## src/rtl/parallel_to_serial_pkg.sv

```systemverilog
// Shared types and sizing helpers for the parallel-to-serial frame transmitter.
// Imported by parallel_to_serial and pts_word_counter.
package parallel_to_serial_pkg;

    typedef enum logic {
        IDLE = 1'b0,
        SEND = 1'b1
    } pts_state_t;

    // Counter width is max(1, clog2(n)), so a single-word frame still gets a 1-bit counter.
    function automatic int pts_cnt_width(input int n);
        int w;
        w = $clog2(n);
        return (w < 1) ? 1 : w;
    endfunction

endpackage

```

## src/rtl/pts_word_counter.sv

```systemverilog
// Word index within the frame being serialized; last flags the final word.
// One-cycle update latency. A synchronous clear takes priority over incr.
module pts_word_counter
    import parallel_to_serial_pkg::*;
#(
    parameter int N_SAMPLES = 8,
    parameter int CNT_W     = pts_cnt_width(N_SAMPLES)
) (
    input  logic             clk,
    input  logic             reset,
    input  logic             clear,
    input  logic             incr,
    output logic [CNT_W-1:0] count,
    output logic             last
);

    logic [CNT_W-1:0] r_count;

    always_ff @(posedge clk or posedge reset) begin
        if (reset) begin
            r_count <= '0;
        end else if (clear) begin
            r_count <= '0;
        end else if (incr) begin
            r_count <= r_count + 1'b1;
        end
    end

    assign count = r_count;
    assign last  = (r_count == CNT_W'(N_SAMPLES - 1));

endmodule

```

## src/rtl/parallel_to_serial.sv

```systemverilog
// Latches one N_SAMPLES-word frame and emits it word 0 first, one word per send transfer; first word valid the cycle after acceptance.
// Send side stalls indefinitely on send_rdy; PARALLEL_TO_SERIAL_PIPELINE_EN lets a new frame be taken on the last send for zero-bubble streaming.
module parallel_to_serial
    import parallel_to_serial_pkg::*;
#(
    parameter int BIT_WIDTH = 32,
    parameter int N_SAMPLES = 8
) (
    input  logic                           clk,
    input  logic                           reset,
    input  logic                           recv_val,
    output logic                           recv_rdy,
    input  logic [N_SAMPLES*BIT_WIDTH-1:0] recv_msg,
    output logic                           send_val,
    input  logic                           send_rdy,
    output logic [BIT_WIDTH-1:0]           send_msg
);

    localparam int CNT_W = pts_cnt_width(N_SAMPLES);

    pts_state_t                     r_state;
    logic [N_SAMPLES*BIT_WIDTH-1:0] r_frame;
    logic [CNT_W-1:0]               w_count;
    logic                           w_last;
    logic                           w_in_idle;
    logic                           w_in_send;
    logic                           w_recv_xfer;
    logic                           w_send_xfer;
    logic [BIT_WIDTH-1:0]           w_word;

    // Outputs are forced low while reset is held, not just after the first edge.
    assign w_in_idle = !reset && (r_state == IDLE);
    assign w_in_send = !reset && (r_state == SEND);

`ifdef PARALLEL_TO_SERIAL_PIPELINE_EN
    assign recv_rdy = w_in_idle | (w_in_send & w_last & send_rdy);
`else
    assign recv_rdy = w_in_idle;
`endif

    assign send_val    = w_in_send;
    assign w_recv_xfer = recv_val & recv_rdy;
    assign w_send_xfer = send_val & send_rdy;

    always_ff @(posedge clk or posedge reset) begin
        if (reset) begin
            r_state <= IDLE;
        end else begin
            case (r_state)
                IDLE: begin
                    if (w_recv_xfer) begin
                        r_state <= SEND;
                    end
                end
                SEND: begin
                    // A frame taken on the last send keeps the FSM in SEND.
                    if (w_send_xfer && w_last && !w_recv_xfer) begin
                        r_state <= IDLE;
                    end
                end
                default: r_state <= IDLE;
            endcase
        end
    end

    always_ff @(posedge clk or posedge reset) begin
        if (reset) begin
            r_frame <= '0;
        end else if (w_recv_xfer) begin
            r_frame <= recv_msg;
        end
    end

    pts_word_counter #(
        .N_SAMPLES (N_SAMPLES),
        .CNT_W     (CNT_W)
    ) u_word_counter (
        .clk   (clk),
        .reset (reset),
        .clear (w_recv_xfer | (w_send_xfer & w_last)),
        .incr  (w_send_xfer),
        .count (w_count),
        .last  (w_last)
    );

    always_comb begin
        w_word = '0;
        for (int i = 0; i < N_SAMPLES; i++) begin
            if (w_count == CNT_W'(i)) begin
                w_word = r_frame[i*BIT_WIDTH +: BIT_WIDTH];
            end
        end
    end

    assign send_msg = w_in_send ? w_word : '0;

endmodule

```

## config.mk

```make
export PLATFORM = sky130hd
export DESIGN_NAME = parallel_to_serial
export DESIGN_NICKNAME = d
export VERILOG_FILES = /design/src/rtl/parallel_to_serial_pkg.sv /design/src/rtl/pts_word_counter.sv /design/src/rtl/parallel_to_serial.sv
export SDC_FILE = /design/constraint.sdc
export NUM_CORES = 1
export LEC_CHECK = 0
export CORE_ASPECT_RATIO = 0.9
export CORE_MARGIN = 2
export CORE_UTILIZATION = 54
export CTS_CLUSTER_DIAMETER = 200
export DETAILED_ROUTE_END_ITERATION = 8
export HOLD_SLACK_MARGIN = 0.08
export MAX_ROUTING_LAYER = met4
export PLACE_DENSITY = 0.86
export SLEW_MARGIN = 15
export SYNTH_ARGS = -nofsm -noshare
export SYNTH_HDL_FRONTEND = slang
export SYNTH_SLANG_ARGS = --single-unit
```

## constraint.sdc

```tcl
create_clock -name clk -period 13.65 [get_ports clk]
set_input_delay 1.365 -clock clk [delete_from_list [all_inputs] [get_ports clk]]
set_output_delay 1.365 -clock clk [all_outputs]
set_load 0.01 [all_outputs]
```

# After elaboration in Yosys (flattened, before gate mapping)
# Index checks and enable logic that the tools add are counted.
# classes
eq_ne,7
muxes,14
reduce_logical,8
add_sub_neg,1
bitwise_logic,5
# op_table
operator,count
$mux 32,9
$eq 3x3->1 const B,4
$eq 3x2->1 const B,2
$mux 3,2
$logic_and 1x1->1,4
$add 3x1->3 const B,1
$and 1x1->1,3
$eq 3x1->1 const B,1
$logic_not 3->1,1
$logic_not 1->1,2
$mux 1,2
$pmux 1 s2,1
$reduce_bool 2->1,1
$not 1->1,1
$or 1x1->1,1
# totals
word_cells,38
regBits,260
input_bits,260
output_inout_bits,34

# Depth between registers and ports, before layout
# Gate-level depths: netlist of run 1.
# logic_depth
depth_word,10
ltp_mapped,8
mapped_depth_nobuf,5

# Modules after synthesis
# From an unflattened synthesis of run 1, not the netlist that was laid out.
# hier_totals
hier_cells,856
area_unflattened_um2,11838.9
# by_module_without_submodules
mod,area_per_inst_um2,cells_per_inst,seq_area_each_um2,instances
parallel_to_serial,11695.0,844,6431.2,1
pts_word_counter,143.9,12,75.1,1

# Worst setup path before layout of run 1
# Ideal clock, no wire load.
# synth_path
path_kind,input -> register
from,in reset
to,reg r_state
slack_ns,6.344
t_arrival_ns,7.202
stages,3
required_ns,13.545
cell_sequence,inv_1 a21oi_1 a31oi_1
# synth_via
elab_chain_cells,7
word_cells_on_any_way,11
# synth_rtl
item,line,text
"start, declared",parallel_to_serial.sv:10,"input logic reset,"
$logic_not 1->1 (no source line) *,n/a,
$logic_and 1x1->1 (on tied branches),"parallel_to_serial.sv:33, parallel_to_serial.sv:32",
$and 1x1->1 (on tied branches),"parallel_to_serial.sv:43, parallel_to_serial.sv:42",
$logic_and 1x1->1 / $logic_not 1->1 (equally long branches),parallel_to_serial.sv:57,if (w_send_xfer && w_last && !w_recv_xfer) begin
$logic_and 1x1->1,parallel_to_serial.sv:57,
$mux 1,parallel_to_serial.sv:57,
$pmux 1 s2 *,parallel_to_serial.sv:49,case (r_state)
"end signal, assigned",parallel_to_serial.sv:52,r_state <= SEND;
"end signal, assigned",parallel_to_serial.sv:58,r_state <= IDLE;
"end signal, assigned",parallel_to_serial.sv:61,default: r_state <= IDLE;
"end, declared",parallel_to_serial.sv:21,pts_state_t r_state;
# Every way passes the cells marked *; elsewhere a longest branch is shown, timed or not.
# A chain may end at the register's enable or synchronous reset.

# Worst setup path after layout of run 1
# layout_path
from,"reg u_word_counter.r_count[0], in the netlist u_word_counter.count[0]"
to,out send_msg[23]
# layout_via
elab_chain_cells,10
word_cells_on_any_way,17
# layout_rtl
item,line,text
"start, declared",pts_word_counter.sv:17,logic [CNT_W-1:0] r_count;
"start signal, assigned",pts_word_counter.sv:25,r_count <= r_count + 1'b1;
$logic_not 3->1,parallel_to_serial.sv:89,if (w_count == CNT_W'(i)) begin
$mux 32 (7 in series),parallel_to_serial.sv:89,
$mux 32 *,parallel_to_serial.sv:89,
$mux 32 *,parallel_to_serial.sv:95,assign send_msg = w_in_send ? w_word : '0;
"end, declared",parallel_to_serial.sv:16,output logic [BIT_WIDTH-1:0] send_msg
# Marked as above.

==> metrics.txt, run 1 <==
status finished clean; gr usage total 29.0%; Worst Hold End r_frame[185]; synthesis-to-layout area growth 31.0%; Fmax 0.187 GHz; htree depth 1; setup TNS 0 ps; Pwr Total 3280 uW; via count of the first global-routing pass 9921; critical path required time ~12000 ps; register area share after synthesis a little over half; clk sinks 260; post-synthesis cell area between 10000 and 15000 sq um; Hold Crit Class register to register; layout cell share with drive strength beyond 1 between 5 and 6%; synth warn 0; Post-CTS Hold Buffers 0; DRT met1 WL 14.2 mm; clock-pin slew on the worst setup and hold paths 60 ps; starting density of the core about 55%; clk_lat worst skew about 540 ps; origin of the worst min-delay path r_frame[185]; cts repair resizes 0; syn nets 1358; FF-to-FF End r_frame[141]; Post-synth EDFFs 0; Layout Nets 1592; met3 WL 3.07 mm; Worst slew margin approximately 28%; DRT Pass-1 Iters 4; Residual DRC 0; Routed wire per std cell approximately 21 um; clk buf depth 3; metal2 WL 15.8 mm; largest net degree at the start of global routing 173; initial antenna violation count 2; Placer Congestion 0.889; Finished Cell Area 16300 sq um; maxcap violations 0; fin cells ~1600; Setup Buffers After CTS 0; Final Hold Viols 0; Post-Place Setup Slack 8520 ps; reg2reg path depth 4; Final min period 5360 ps; via count ~9600; Worst EP arrival 3990 ps; post-synthesis cell type count 28; Worst IR Drop VDD 0.132 mV; number of buffers created by CTS 27; Leak Pwr 0.00694 uW; setup ws final about 8300 ps; Primary FF master, synth dfrtp_1; Cell Area, Placed 15400 sq um; Worst Clk Skew 18.3 ps; startpoint types register; post-synthesis cell count about 1100; RSZ-0062 raised after global routing no; DP HPWL 22.3 mm; Vias/cell a little under 6; die area roughly 24000 sq um; First DRT Iteration DRCs 820; Crit Path Max Fanout 33; Top Layer Used met4; first-pass GRT wire length 53.5 mm; CP endpoint kind primary output; CTS tree built; Tcrit/Tclk final approximately two fifths; I/O pins 294; Synth Register Bits 260; Die Wd between 150 and 200 um; Setup CP Type register to primary output; Routed Antenna Nets 0; Slew Limit Fails 0; Async SR Flop Fraction 100%; Root Buffer clkbuf_16; worst slew pin tran ~1100 ps; grt total ovfl 0; site row count 52; reg2reg start r_state; Die Ht 148 um; R2R setup slack 10680 ps; Core Area 22600 sq um; Port Buffers 293; pwr dens 201 nW/um^2; Post-Route WL around 34 mm; endpoints failing setup 0; Placed Instances 1594; Hold Crit Depth 1; syn_area_per_cell approximately 11 sq um
==> sequential cells by signal, summed over array words and instances, names as in the netlist <==
signal / count
r_state: 1
u_word_counter.count: 3
r_frame: 256
==> cell families after synthesis <==
| logic type | after synthesis | synth area share, % |
|---|---|---|
| muxes | 192 | 17.3 |
| and+or+nand+nor | 206 | 9.03 |
| DFF | 260 | 52.2 |
| buffers and inverters | 166 | 6.12 |
| AOI/OAI and AO/OA | 262 | 14.7 |
| adders and majority gates | 6 | 0.602 |
==> metal layers <==
| metal | up-vias | track usage (%) |
|---|---|---|
| met1 | 4719 | 38.0 |
| li1 | 4394 | - |
| met2 | 370 | 44.1 |
| met4 | 0 | 9.65 |
| met5 | - | - |
| met3 | 80 | 7.45 |
==> Yosys cell counts (2+ instances only) <==
cell	n	area share (%)
or3_1	2	0.10
o21ai_1	65	2.6
inv_1	68	2.0
nor2b_1	33	1.7
o311ai_1	24	1.7
nand2_1	99	3.0
buf_1	4	0.12
buf_4	15	0.90
buf_6	5	0.45
nand3b_1	33	2.0
clkbuf_1	36	1.1
a22o_1	32	2.2
ha_1	6	0.60
o311a_1	32	2.6
buf_2	37	1.5
o311ai_0	8	0.56
a221oi_1	32	2.2
dfrtp_1	260	52
a21oi_1	68	2.7
nor3b_1	33	2.0
mux2_1	192	17
nand2b_1	2	0.10
==> placed cells by master, fill, tap and decap left out, drive strengths merged, types with 3 or more instances in the layout <==
cell	instances
dfrtp	260
o311a	32
o311ai	32
clkbuf	35
o21ai	65
clkdlybuf4s50	293
nor3b	33
nor2b	33
nand3b	33
a221oi	32
inv	71
buf	9
bufinv	3
clkinv	7
mux2	192
ha	6
a22o	32
nand2	99
a21oi	68
==> layout make-up <==
type / instances / area [sq um]
antenna: 2 / 5.00
clock buffer: 35 / 766
clock inverter: 14 / 158
fill: 1525 / 6240
inverter: 69 / 267
multi-input combinational: 666 / 5250
sequential: 260 / 6510
tap: 297 / 372
timing repair buffer: 302 / 3010
==> critical path, cell delays in order (launching register included) <==
cell and delay [ps]:
dfrtp_1 450, ha_1 210, ha_2 830, or2_1 610, buf_4 400, a221oi_1 130
o311a_1 340, clkdlybuf4s50_1 490
==> how the worst max path moves through the flow <==
| stage | from | cells after the start | to |
|---|---|---|---|
| floorplan | reset | 1 | r_frame[0] |
| global placement | reset | 5 | send_msg[31] |
| detailed placement | reset | 5 | send_msg[4] |
| CTS | u_word_counter.count[0] | 7 | send_msg[23] |
| global route | u_word_counter.count[0] | 7 | send_msg[23] |
| finish | u_word_counter.count[0] | 7 | send_msg[23] |
==> power breakdown <==
group	switching, uW	internal [uW]
Clock	310	452
Combinational	609	582
Sequential	185	1140
==> metrics by stage <==
stage               util (%)  hold WS [ps]
floorplan                  -           458
global placement        68.2           467
detailed placement      68.2           475
CTS                     72.3           489
global route            72.3           502
finish                  72.3           484
No activity file was read; power rests on OpenSTA's default activity.
==> run 2: changes to the inputs <==
--- a/config.mk
+++ b/config.mk
@@ -7,12 +7,12 @@
 export LEC_CHECK = 0
 export CORE_ASPECT_RATIO = 0.9
 export CORE_MARGIN = 2
-export CORE_UTILIZATION = 54
+export CORE_UTILIZATION = 46
 export CTS_CLUSTER_DIAMETER = 200
 export DETAILED_ROUTE_END_ITERATION = 8
 export HOLD_SLACK_MARGIN = 0.08
 export MAX_ROUTING_LAYER = met4
-export PLACE_DENSITY = 0.86
+export PLACE_DENSITY = 0.78
 export SLEW_MARGIN = 15
 export SYNTH_ARGS = -nofsm -noshare
 export SYNTH_HDL_FRONTEND = slang
==> constraint.sdc (replaced) <==
create_clock -name clk -period 4.9 [get_ports clk]
set_input_delay 0.49 -clock clk [delete_from_list [all_inputs] [get_ports clk]]
set_output_delay 0.49 -clock clk [all_outputs]
set_load 0.01 [all_outputs]
==> run 2 against run 1 <==
Wire length grew 4.1%. Final cell count grew 3.6%. Die area grew 17%. Largest cell class unchanged. Power grew to 2.8 times the previous value. Worst setup slack lost 7800 ps. Flip-flop and latch count is the same. Critical path type unchanged. Critical path depth shrank 1.
==> metrics.txt, run 2 (synthesis results as in run 1) <==
status finished clean; Worst slew margin 29.5% (+1.7 points); first-pass GRT wire length 55.2 mm (+3.3%); initial antenna violation count 5 (+3); htree depth 1 (unchanged); commonest cells after routing, fill and taps aside clkdlybuf4s50_1, dfrtp_1, mux2_1; I/O pins 294 (unchanged); layout cell share with drive strength beyond 1 5.05% (unchanged); number of buffers created by CTS 28 (+3.7%); R2R setup slack 2630 ps (-8050 ps); Slew Limit Fails 0 (unchanged); setup TNS 0 ps (unchanged); Routed Antenna Nets 0 (unchanged); DP HPWL 23.2 mm (+4.0%); startpoint types register; met2 capacity usage during global routing 37.9% (-6.2 points); Final Hold Viols 0 (unchanged); reg2reg start r_state; Residual DRC 0 (unchanged); Die Wd 178 um (+8.1%); Hold Crit Depth 1 (unchanged); die area 28400 sq um (+17%); Core Area 26800 sq um (+19%); gr usage total 25.5% (-3.4 points); Reg with most FFs r_frame; FF-to-FF End r_frame[102]; Die Ht 160 um (+8.1%); Worst EP arrival 3880 ps (-110 ps); clock-pin slew on the worst setup and hold paths 60 ps (about the same); Root Buffer clkbuf_16; Setup CP Type register to primary output; site row count 57 (+9.6%); starting density of the core 46.5% (-8.7 points); hold_ws 484 ps (-0.0640 ps); worst slew pin tran 1060 ps (-25.1 ps); largest net degree at the start of global routing 205 (+18%); Layout Nets 1593 (+0.063%); GRT busiest layer met2; clk buf depth 3 (unchanged); DRT Pass-1 Iters 5 (+1); Port Buffers 293 (unchanged); Hold Crit Class register to register; clk_lat worst skew 540 ps (about the same); Fmax 0.229 GHz; M1 GR Usage 33.8% (-4.2 points); Routed wire per std cell 20.8 um (+0.43%); Setup Buffers After CTS 0 (unchanged); Worst IR Drop VDD 0.325 mV (+150%); synthesis-to-layout area growth 32.3%; endpoints failing setup 0 (unchanged); Worst Hold End r_frame[0]; commonest non-fill, non-tap cell in the layout clkdlybuf4s50_1; CTS tree built; Leak Pwr 0.00697 uW (+0.44%); CP endpoint kind primary output; Tcrit/Tclk final about nine tenths; Vias/cell 5.69 (-2.1%); First DRT Iteration DRCs 835 (+1.8%); met3 global-route usage 6.98% (-0.47 points); Final min period around 4400 ps; via count 9708 (+1.5%); cts repair resizes 0 (unchanged); Placer Congestion 0.999 (+12%); RSZ-0062 raised after global routing no; Crit Path Max Fanout 33 (unchanged); Post-Route WL 35.5 mm (+4.1%); origin of the worst min-delay path r_frame[0]; reg2reg path depth 3 (-1); Worst Clk Skew 13.7 ps (-4.58 ps); critical path required time 4410 ps (-7870 ps); Post-CTS Hold Buffers 0 (unchanged); max FFs per register 256 (unchanged); maxcap violations 0 (unchanged); via count of the first global-routing pass 10100 (+1.6%); clk sinks 260 (unchanged); grt total ovfl 0 (unchanged); pwr dens 565 nW/um^2 (+180%)
==> run 2: cell count changes in the layout (fill, tap and decap cells not counted), sizes merged <==
cell	before	now
clkbuf	35	38
diode	2	5
inv	71	68
bufinv	3	4
clkinvlp	2	1
==> run 2: report_power, final <==
group	total [uW]	leakage [uW]	internal [uW]	switching [uW]
combinational	3370	0.00331	1630	1740
clock	2220	0.000486	1360	864
sequential	3710	0.00318	3180	536
==> run 2: critical path, cell delays in order, from the launching register on <==
cell and delay, ps:
dfrtp_1 440, ha_1 210, ha_2 800, or2_2 850
a221oi_1 180, o311a_1 370, clkdlybuf4s50_1 490
==> run 2: through the flow <==
stage	instances	utilization (%)	power, uW	instance area, sq um	worst slack, ps
detailed placement	1651	57.8	7070	15500	1110
CTS	1700	61.4	9340	16500	551
floorplan	1092	-	5770	12500	115
finish	1705	61.5	9310	16500	528
global placement	1651	57.8	6920	15500	1230
global route	1705	61.5	9850	16500	363
==> run 2: worst max path at each step <==
stage | from | endpoint | slack (ps) | depth (start not counted)
after floorplan | reset | r_state | 110 | 3
final | u_word_counter.count[0] | send_msg[19] | 530 | 6
after global placement | u_word_counter.count[0] | send_msg[31] | 1230 | 5
after CTS | u_word_counter.count[0] | send_msg[29] | 550 | 6
after global routing | u_word_counter.count[0] | send_msg[19] | 360 | 6
after detailed placement | u_word_counter.count[0] | send_msg[31] | 1110 | 5
==> run 2: area by class of cell <==
type | instances | area (sq um)
diodes | 5 | 12.5
clock buffers | 38 | 808
clock inverters | 11 | 170
fillers | 2153 | 10300
inverters | 69 | 263
multi-input cells | 666 | 5250
flip-flops and latches | 260 | 6510
well taps | 354 | 443
repair buffers | 302 | 3040
==> run 2: metal layers <==
layer	routed length [um]	share of wire (%)
met5	0	0
met4	1180	3.3
met3	3200	9.0
met2	16000	45
met1	15200	43
